--- src/rtl/mic_pkg.sv ---
// rtl/mic_pkg.sv - shared defaults and FSM state encoding for the mic frequency counter
package mic_pkg;

    localparam int CNT_W_DEF = 16;

    typedef enum logic {
        ST_ALIGN = 1'b0,
        ST_COUNT = 1'b1
    } mic_state_e;

endpackage

--- src/rtl/sync_edge_filter.sv ---
// rtl/sync_edge_filter.sv - input synchronizer with optional glitch filter and edge detect
module sync_edge_filter #(
    parameter int SYNC_STAGES = 2,
    parameter int GLITCH_CYC  = 4
) (
    input  logic clk,
    input  logic rst,
    input  logic async_in,
    output logic level,
    output logic rise,
    output logic toggle
);

    logic [SYNC_STAGES-1:0] sync_q, sync_d;
    logic                   sync_out;
    logic                   level_prev_q, level_prev_d;

    always_comb begin
        sync_d       = {sync_q[SYNC_STAGES-2:0], async_in};
        level_prev_d = level;
    end

    assign sync_out = sync_q[SYNC_STAGES-1];

    always_ff @(posedge clk) begin
        if (rst) begin
            sync_q       <= '0;
            level_prev_q <= 1'b0;
        end else begin
            sync_q       <= sync_d;
            level_prev_q <= level_prev_d;
        end
    end

    generate
        if (GLITCH_CYC == 0) begin : g_pass
            assign level = sync_out;
        end else begin : g_filt
            localparam int               RUN_W    = $clog2(GLITCH_CYC + 1);
            localparam logic [RUN_W-1:0] RUN_LAST = RUN_W'(GLITCH_CYC - 1);

            logic             filt_q, filt_d;
            logic [RUN_W-1:0] run_q, run_d;

            // The run counter only survives while the synced level keeps disagreeing.
            always_comb begin
                filt_d = filt_q;
                run_d  = '0;
                if (sync_out != filt_q) begin
                    if (run_q == RUN_LAST) begin
                        filt_d = sync_out;
                    end else begin
                        run_d = run_q + RUN_W'(1);
                    end
                end
            end

            always_ff @(posedge clk) begin
                if (rst) begin
                    filt_q <= 1'b0;
                    run_q  <= '0;
                end else begin
                    filt_q <= filt_d;
                    run_q  <= run_d;
                end
            end

            assign level = filt_q;
        end
    endgenerate

    assign rise   = level & ~level_prev_q;
    assign toggle = level ^ level_prev_q;

endmodule

--- src/rtl/mic_freq_counter.sv ---
// rtl/mic_freq_counter.sv - gated mic edge counter publishing Hz, valid strobe and in-band flag
module mic_freq_counter
    import mic_pkg::*;
#(
    parameter int CNT_W       = CNT_W_DEF,
    parameter int SYNC_STAGES = 2,
    parameter int GLITCH_CYC  = 4,
    parameter int LO_HZ       = 900,
    parameter int HI_HZ       = 1100
) (
    input  logic             clk,
    input  logic             rst,
    input  logic             gate_tgl,
    input  logic             mic_in,
    output logic [CNT_W-1:0] hz,
    output logic             hz_valid,
    output logic             in_band,
    output logic             overflow
);

    localparam logic [CNT_W-1:0] CNT_MAX = '1;

    logic mic_rise, gate_edge;
    logic mic_level_unused, mic_toggle_unused;
    logic gate_level_unused, gate_rise_unused;

    sync_edge_filter #(
        .SYNC_STAGES (SYNC_STAGES),
        .GLITCH_CYC  (GLITCH_CYC)
    ) u_mic_filter (
        .clk      (clk),
        .rst      (rst),
        .async_in (mic_in),
        .level    (mic_level_unused),
        .rise     (mic_rise),
        .toggle   (mic_toggle_unused)
    );

    sync_edge_filter #(
        .SYNC_STAGES (SYNC_STAGES),
        .GLITCH_CYC  (0)
    ) u_gate_sync (
        .clk      (clk),
        .rst      (rst),
        .async_in (gate_tgl),
        .level    (gate_level_unused),
        .rise     (gate_rise_unused),
        .toggle   (gate_edge)
    );

    mic_state_e       state_q, state_d;
    logic [CNT_W-1:0] cnt_q, cnt_d;
    logic             sat_q, sat_d;
    logic [CNT_W-1:0] hz_q, hz_d;
    logic             hz_valid_q, hz_valid_d;
    logic             in_band_q, in_band_d;
    logic             overflow_q, overflow_d;

    always_comb begin
        state_d    = state_q;
        cnt_d      = cnt_q;
        sat_d      = sat_q;
        hz_d       = hz_q;
        hz_valid_d = 1'b0;
        in_band_d  = in_band_q;
        overflow_d = overflow_q;

        case (state_q)
            ST_ALIGN: begin
                cnt_d = '0;
                sat_d = 1'b0;
                // A mic rise landing on the opening boundary belongs to the new window.
                if (gate_edge) begin
                    state_d = ST_COUNT;
                    cnt_d   = {{(CNT_W-1){1'b0}}, mic_rise};
                end
            end
            ST_COUNT: begin
                if (gate_edge) begin
                    hz_d       = cnt_q;
                    overflow_d = sat_q;
                    in_band_d  = (int'(cnt_q) >= LO_HZ) && (int'(cnt_q) <= HI_HZ);
                    hz_valid_d = 1'b1;
                    cnt_d      = {{(CNT_W-1){1'b0}}, mic_rise};
                    sat_d      = 1'b0;
                end else if (mic_rise) begin
                    if (cnt_q == CNT_MAX) begin
                        sat_d = 1'b1;
                    end else begin
                        cnt_d = cnt_q + CNT_W'(1);
                    end
                end
            end
            default: state_d = ST_ALIGN;
        endcase
    end

    always_ff @(posedge clk) begin
        if (rst) begin
            state_q    <= ST_ALIGN;
            cnt_q      <= '0;
            sat_q      <= 1'b0;
            hz_q       <= '0;
            hz_valid_q <= 1'b0;
            in_band_q  <= 1'b0;
            overflow_q <= 1'b0;
        end else begin
            state_q    <= state_d;
            cnt_q      <= cnt_d;
            sat_q      <= sat_d;
            hz_q       <= hz_d;
            hz_valid_q <= hz_valid_d;
            in_band_q  <= in_band_d;
            overflow_q <= overflow_d;
        end
    end

    assign hz       = hz_q;
    assign hz_valid = hz_valid_q;
    assign in_band  = in_band_q;
    assign overflow = overflow_q;

endmodule
--- config.mk ---
export PLATFORM = sky130hd
export DESIGN_NAME = mic_freq_counter
export DESIGN_NICKNAME = d
export VERILOG_FILES = /design/src/rtl/mic_pkg.sv /design/src/rtl/sync_edge_filter.sv /design/src/rtl/mic_freq_counter.sv
export SDC_FILE = /design/constraint.sdc
export NUM_CORES = 1
export LEC_CHECK = 0
export BUFFER_PORTS_ARGS = -buffer_cell sky130_fd_sc_hd__buf_4
export CAP_MARGIN = 0
export CORE_MARGIN = 2
export CORE_UTILIZATION = 45
export CTS_BUF_LIST = sky130_fd_sc_hd__clkbuf_2 sky130_fd_sc_hd__clkbuf_4 sky130_fd_sc_hd__clkbuf_8
export DETAILED_ROUTE_END_ITERATION = 10
export PLACE_DENSITY = 0.75
export SYNTH_ARGS = -nofsm -noshare
export SYNTH_HDL_FRONTEND = slang
export SYNTH_SLANG_ARGS = --single-unit
--- constraint.sdc ---
create_clock -name clk -period 1.8 [get_ports clk]
set_input_delay 0 -clock clk [delete_from_list [all_inputs] [get_ports clk]]
set_output_delay 0 -clock clk [all_outputs]
set_load 0.02 [all_outputs]
=== After elaboration in Yosys (flattened, before gate mapping) ===
Index checks and enable logic that the tools add are counted.

* Bits in registers: 47
* Output and inout port bits: 19
* Word-level logic and storage cells: 46

* $add $sub $neg: 2
* $lt $le $gt $ge: 2
* Equal/unequal tests: 6
* Muxes and demuxes: 11
* Bitwise operators: 5
* Reduce and logical (&&, ||, !) cells: 7

{| class="wikitable"
|+ Operator list
! operator !! number
|-
| $mux 16 || 3
|-
| $pmux 16 s2 || 1
|-
| $add 16x1->16 const B || 1
|-
| $eq 16x16->1 const B || 1
|-
| $ge 16x10->1 const B || 1
|-
| $le 16x11->1 const B || 1
|-
| $reduce_and 2->1 || 4
|-
| $mux 1 || 6
|-
| $ne 3x3->1 const B || 2
|-
| $add 3x1->3 const B || 1
|-
| $eq 3x2->1 const B || 1
|-
| $ne 3x2->1 const B || 1
|-
| $not 1->1 || 3
|-
| $reduce_or 3->1 || 1
|-
| $pmux 1 s2 || 1
|-
| $reduce_or 2->1 || 1
|-
| $and 1x1->1 || 1
|-
| $logic_and 1x1->1 || 1
|-
| $ne 1x1->1 || 1
|-
| $xor 1x1->1 || 1
|}

=== Depth between registers and ports, before layout ===
Gate-level depths: netlist of run 1.

* Depth in word-level cells: 5
* Mapped depth: 6
* Mapped depth without buffers: 6

=== By module ===
Synthesis of run 1 repeated with hierarchy kept, for this count alone.

* Cells, all modules: 241
* Area total of the unflattened synthesis: 2021.9 um^2

{| class="wikitable"
|+ Modules (own cells, without submodules)
! module !! instances !! cells each !! area an instance (um^2) !! seq. area each (um^2)
|-
| mic_freq_counter || 1 || 210 || 1665.3 || 740.7
|-
| sync_edge_filter at u_mic_filter || 1 || 22 || 257.7 || 140.1
|-
| sync_edge_filter at u_gate_sync || 1 || 9 || 98.8 || 60.1
|}

=== Worst setup path after synthesis of run 1 ===
No wires, ideal clock.

* Path kind: reg-to-reg
* From: register cnt_q[10]
* To: register cnt_q[15]
* Arrival: 1.578 ns
* Required time: 1.684 ns
* Path slack: 0.106 ns
* Stages on the path, launching flop included: 6
* Clock period less this slack: 1.694 ns
* Path through: dfxtp_1 > buf_2 > nand4_2 > or4_1 > or4_1 > o211a_1

* Longest elaborated chain between the ends: 5
* Elaborated cells between the ends (all ways): 8

{| class="wikitable"
|+ Ends and longest elaborated chain
! item !! line !! source
|-
| from (decl) || mic_freq_counter.sv:52 || <nowiki>logic [CNT_W-1:0] cnt_q, cnt_d;</nowiki>
|-
| from (signal assigned) || mic_freq_counter.sv:109 || <nowiki>cnt_q <= cnt_d;</nowiki>
|-
| $add 16x1->16 || mic_freq_counter.sv:90 || <nowiki>cnt_d = cnt_q + CNT_W'(1);</nowiki>
|-
| $mux 16 || mic_freq_counter.sv:87 || <nowiki>if (cnt_q == CNT_MAX) begin</nowiki>
|-
| $mux 16 || mic_freq_counter.sv:86 || <nowiki>end else if (mic_rise) begin</nowiki>
|-
| $mux 16 || mic_freq_counter.sv:79 || <nowiki>if (gate_edge) begin</nowiki>
|-
| $pmux 16 s2 || mic_freq_counter.sv:68 || <nowiki>case (state_q)</nowiki>
|}

Parallel ways exist; a longest one is shown, timed or not. The select of a mux whose other input is x is not followed.
A chain may end at the register's enable or synchronous reset.

=== Final worst setup path of run 1 ===
* From: register cnt_q[9]
* To: register cnt_q[15]

The elaborated chain is that of the path after synthesis.

==> impl_metrics.toml, run 1 <==
[critical_path]
path_class = "flop to flop"
path_max_fanout = 4
cp.required_ps = 2010
r2r_slack_ps = 60
worst_setup_path_end_kind = "flop"
critPathLaunchType = "flop"
arrival_ps = 1950
reg2reg_depth = 4

[grt]
grt_pass1_vias = 1662
grt.total_usage_pct = 19.1
antenna_found_initial = 0
grt_pass1_wl_mm = 7.65
grt_max_degree = 32
grt_overflow_total = 0

[power_and_ir_drop]
clkPwrFrac_pct = 37.6
p_leak_nw = 0.917
pwr-share-comb_pct = 3.8
switching_share_pct = 22.9
power_density_nw_per_um2 = 710
seqPwrFrac_pct = 58.5
vdd_ir_drop_max_mv = 0.630
power.switching_mw = 0.411
intPower_mw = 1.39

[timing]
slew_viol_final = 0
setup_ws_ps = 56.5
skew_ps = 8.39
tightest_slew_ps = 553
finalSetupViolations = 0
max_freq_mhz = 574
fin_crit_sh_pct = 96.9
fin_hold_ws_ps = 51.7
hold_viol_final = 0
fin_crit_ps = 1740
slew_headroom_pct = 62.8

[logic_synthesis]
yosysUniqueCellTypes = 34
synth_nets = 258
synthSimpleGateAreaFrac_pct = 28.2
yosys-top-cells-area = "dfxtp_1 (45%), nand2_1 (9.8%), a21oi_1 (5.8%)"
async_flop_share_pct = 0
avgSynthCellArea_um2 = 8.28
synth_top_family_by_area = "simple AND/OR/NAND/NOR gates"
synth-compound-area-share_pct = 13.8
synthFlopType = "dfxtp_1"
synth_xor_xnor_area_share_pct = 1.27
ys_seq_elements = 47
yosysTopAreaCell = "dfxtp_1"
ys_warn_count = 0
syn_inst = 250
synth-seq-area-share_pct = 45.4
synth_top_cell_area_share_pct = 45.4
muxShareOfSynthArea_pct = 4.35
synth.cell_area_um2 = 2070
synth-edff-count = 0
synthAdderAreaFrac_pct = 2.42

[routing]
route.detailed.drc = 0
wl_met1_mm = 2.02
top_layer = "met4"
vias_per_cell = 5.50
finalWirelength_mm = 4.55
first_pass_iters = 4
via_count = 1870
wl_met2_mm = 2.18
wl_met3_um = 279
ant_nets = 0
drtIter0Drc = 110
wire_per_inst_um = 13.4

[layout]
instances_no_fill = 340
fin_area_um2 = 2530
fin_nets = 295
syn_to_final_growth_pct = 22.4
final_util_pct = 57.8
n_antenna_cell = 0
fillCellCount = 408
drive_gt1_share_pct = 21.2

[placement]
dpl.cell_count = 329
dpl_worst_slack_ps = 28.5
gp_congestion = 0.882
io_buffers = 22
place_hpwl_mm = 3.20
placed_cell_area_um2 = 2390

[clocking]
numCtsBuffers = 5
cts_max_level = 2
clk_latency_ps = 310
cts.sinks = 47
clock_path_buffers = 2
cts_tree = "done"
root_buffer = "clkbuf_8"
cts.clk_slew.worst_paths_ps = 90

[floorplanning]
placementRows = 24
die_area_um2 = 5160
dieWidth_um = 71.8
core_area_um2 = 4380
die_h_um = 71.8
io_pins = 23
initial_core_util_pct = 47.2

[worst_hold_path]
hold_path_class = "input pin to flop"
hold_path_depth = 2

[run_status]
status = "finished, final reports clean"

[flow_run]
maxCapViolations = 0
## flip-flops by register name (all words and copies together), names as in the netlist
name and count:
cnt_q 16, hz 16, hz_valid 1, in_band 1, overflow 1, sat_q 1, state_q 1, u_gate_sync.level_prev_q 1
u_gate_sync.sync_q 2, u_mic_filter.g_filt.run_q 3, u_mic_filter.level 1, u_mic_filter.level_prev_q 1, u_mic_filter.sync_q 2
## cell usage in the layout (no fill, tap or decap), types with 6 or more instances in the layout
| master | count |
|---|---|
| nor2b_1 | 6 |
| nand2_1 | 54 |
| mux2i_1 | 9 |
| inv_1 | 9 |
| nand3_1 | 6 |
| and3_1 | 6 |
| clkbuf_8 | 6 |
| nor3_1 | 6 |
| a21oi_1 | 24 |
| dfxtp_2 | 6 |
| nor2_1 | 10 |
| dfxtp_1 | 41 |
| or4_1 | 8 |
| buf_4 | 43 |
| nand2b_1 | 8 |
## repair_timing
item	4_1_cts	5_1_grt
hold buffers	2	0
endpoints found under the hold margin	2	0
gates resized for setup	0	8
setup buffers	0	1
endpoints found under the setup margin	0	6
## final timing paths
kind | endpoint | from
setup reg to reg | cnt_q[15]$_SDFFE_PP0P_ | cnt_q[9]$_SDFFE_PP0P_
hold / removal | state_q$_SDFF_PP0_ | rst
setup / recovery | cnt_q[15]$_SDFFE_PP0P_ | cnt_q[9]$_SDFFE_PP0P_
hold reg to reg | u_mic_filter.g_filt.run_q[0]$_SDFF_PP0_ | u_mic_filter.g_filt.run_q[0]$_SDFF_PP0_
## layout make-up
| cell class | instances | area [um2] | share of cell area (%) |
|---|---|---|---|
| multi-input combinational | 179 | 1040 | 41.2 |
| clock buffer | 6 | 82.6 | 3.26 |
| tap | 52 | 65.1 | 2.57 |
| sequential | 47 | 948 | 37.4 |
| timing repair buffer | 45 | 343 | 13.5 |
| clock inverter | 2 | 16.3 | 0.642 |
| inverter | 9 | 33.8 | 1.33 |
## power groups by stage
stage / sequential [mW] / clock [mW] / combinational (mW)
3_3_place_gp: 1.08 / 0 / 0.0655
6_report: 1.05 / 0.676 / 0.0691
2_1_floorplan: 1.07 / 0 / 0.0457
3_5_place_dp: 1.08 / 0 / 0.0660
5_1_grt: 1.05 / 0.731 / 0.0768
4_1_cts: 1.05 / 0.698 / 0.0696
## critical path, cell delays in order (launching register included)
cell and delay, ps:
dfxtp_2 370, inv_1 70, or4_1 560, or4_1 490, o211a_1 150
## stage by stage
stage | setup TNS (ps) | total power [mW]
2_1_floorplan | 0 | 1.12
3_3_place_gp | 0 | 1.14
3_5_place_dp | 0 | 1.14
4_1_cts | 0 | 1.82
5_1_grt | -28.9 | 1.86
6_report | 0 | 1.80
## cell usage after synthesis (4+ instances only)
cell type / number
mux2i_1: 9
ha_1: 4
nor2_1: 10
nor2b_1: 6
nand3_1: 6
and3_1: 6
a21oi_1: 24
inv_1: 9
clkbuf_1: 12
or4_1: 8
nand2b_1: 8
dfxtp_1: 47
nand2_1: 54
a211oi_1: 5
nor3_1: 6
## layer usage
metal / vias up / GRT usage (%)
met2: 68 / 30.3
met1: 857 / 24.5
met3: 6 / 6.33
met5: - / 0
met4: 0 / 5.87
li1: 939 / -
## kinds of logic after synthesis
logic type | after synthesis
AND/OR/NAND/NOR | 117
flip-flops | 47
AO/OA/AOI/OAI | 46
buffers and inverters | 24
multiplexers | 9
adder cells (fa/ha/maj) | 4
XOR/XNOR | 3
Power figures use the tool's default switching activity.
==> run 2: changes to the inputs <==
CORE_UTILIZATION = 54   (was 45)
PLACE_DENSITY = 0.86   (was 0.75)
==> impl_metrics.toml, run 2 (synthesized netlist as in run 1, its figures left out) <==
[power_and_ir_drop]
seqPwrFrac_pct = 60.1
p_leak_nw = 0.917
power.switching_mw = 0.394
clkPwrFrac_pct = 36.1
intPower_mw = 1.36
power_density_nw_per_um2 = 694
pwr-share-comb_pct = 3.9
vdd_ir_drop_max_mv = 0.486
switching_share_pct = 22.5

[grt]
grt.total_usage_pct = 22.1
grt_overflow_total = 0
antenna_found_initial = 0
grt_max_degree = 32
grt_pass1_vias = 1693
grt_pass1_wl_mm = 7.37

[clocking]
root_buffer = "clkbuf_8"
clk_latency_ps = 300
clock_path_buffers = 2
cts.clk_slew.worst_paths_ps = 80
cts_max_level = 2
numCtsBuffers = 5
cts.sinks = 47
cts_tree = "done"

[critical_path]
path_class = "flop to flop"
arrival_ps = 2020
worst_setup_path_end_kind = "flop"
critPathLaunchType = "flop"
cp.required_ps = 1960
path_max_fanout = 6

[layout]
fin_area_um2 = 2520
n_antenna_cell = 0
regArea_um2 = 947
final_util_pct = 68.9
layout_common_cells = "nand2_1 (54), dfxtp_1 (44), buf_4 (43), a21oi_1 (24), nor2_1 (10)"
fin_nets = 295
syn_to_final_growth_pct = 21.9
multi_input_area_um2 = 1050
mostFrequentLayoutCell = "nand2_1"
drive_gt1_share_pct = 20.8
fillCellCount = 298

[floorplanning]
placementRows = 22
io_pins = 23
die_h_um = 65.9
dieWidth_um = 65.9
initial_core_util_pct = 56.6
die_area_um2 = 4350
core_area_um2 = 3660

[run_status]
violations = "setup timing"
status = "finished with violations"

[timing]
hold_viol_final = 0
fin_setup_tns_ps = -65.4
max_freq_mhz = 536
slew_headroom_pct = 52.4
fin_hold_ws_ps = 67.2
tightest_slew_ps = 696
fin_crit_sh_pct = 104
setup_ws_ps = -65.4
slew_viol_final = 0
fin_crit_ps = 1870
skew_ps = 5.97
finalSetupViolations = 1

[placement]
place_hpwl_mm = 3.17
placed_cell_area_um2 = 2390
gp_congestion = 0.857
io_buffers = 22

[routing]
via_count = 1914
first_pass_iters = 6
finalWirelength_mm = 4.55
vias_per_cell = 5.70
wire_per_inst_um = 13.6
route.detailed.drc = 0
drtIter0Drc = 168
ant_nets = 0

[worst_hold_path]
hold_path_class = "input pin to flop"

[flow_run]
maxCapViolations = 0
==> run 2: final cells by class <==
class | instances | area share (%)
Inverter | 9 | 1.34
Timing Repair Buffer | 45 | 13.6
Multi-Input combinational cell | 179 | 41.6
Sequential cell | 47 | 37.5
Clock inverter | 2 | 0.496
Clock buffer | 6 | 3.02
Tap cell | 48 | 2.38
==> run 2: worst paths after layout <==
kind                                      startpoint  depth (start not counted)                                       to  slack [ps]
max                            cnt_q[3]$_SDFFE_PP0P_                          5                    cnt_q[7]$_SDFFE_PP0P_         -70
min                                              rst                          2                      hz_valid$_SDFF_PP0_          70
max reg2reg                    cnt_q[3]$_SDFFE_PP0P_                          5                    cnt_q[7]$_SDFFE_PP0P_         -70
min reg2reg  u_mic_filter.g_filt.run_q[0]$_SDFF_PP0_                          1  u_mic_filter.g_filt.run_q[0]$_SDFF_PP0_         420
==> run 2: through the flow <==
| stage | total power [mW] | setup WS (ps) | cells |
|---|---|---|---|
| detailed placement | 1.14 | 18.7 | 325 |
| floorplan | 1.12 | 106 | 250 |
| finish | 1.75 | -65.4 | 336 |
| global route | 1.81 | -126 | 336 |
| CTS | 1.76 | 10.3 | 335 |
| global placement | 1.14 | 81.7 | 325 |
==> run 2: worst max-delay path, cell delays in order (launching register included) <==
cell and delay (ps):
dfxtp_1 420, and3_1 210, nand4_1 190, buf_4 210
a2111oi_0 560, nor3b_1 140
==> run 2: power groups by stage <==
stage	logic [mW]	registers (mW)	clock network (mW)
after CTS	0.0665	1.05	0.640
after global routing	0.0744	1.05	0.685
after floorplan	0.0457	1.07	0
after global placement	0.0607	1.08	0
final	0.0676	1.05	0.632
after detailed placement	0.0628	1.08	0
==> run 2: metal layers <==
metal  vias to the layer above  GRT usage (%)  share of wire [%]
met4                         0           9.11                1.7
met2                        78           37.2                 49
met3                        12           5.28                8.4
li1                        939              -                  -
met5                         -              0                  0
met1                       885           26.7                 41
==> run 2: timing repair <==
item / CTS / global route
hold endpoints to repair: 2 / 0
resized for setup: 1 / 7
setup buffers: 0 / 1
hold buffers: 2 / 0
endpoints found under the setup margin: 1 / 6
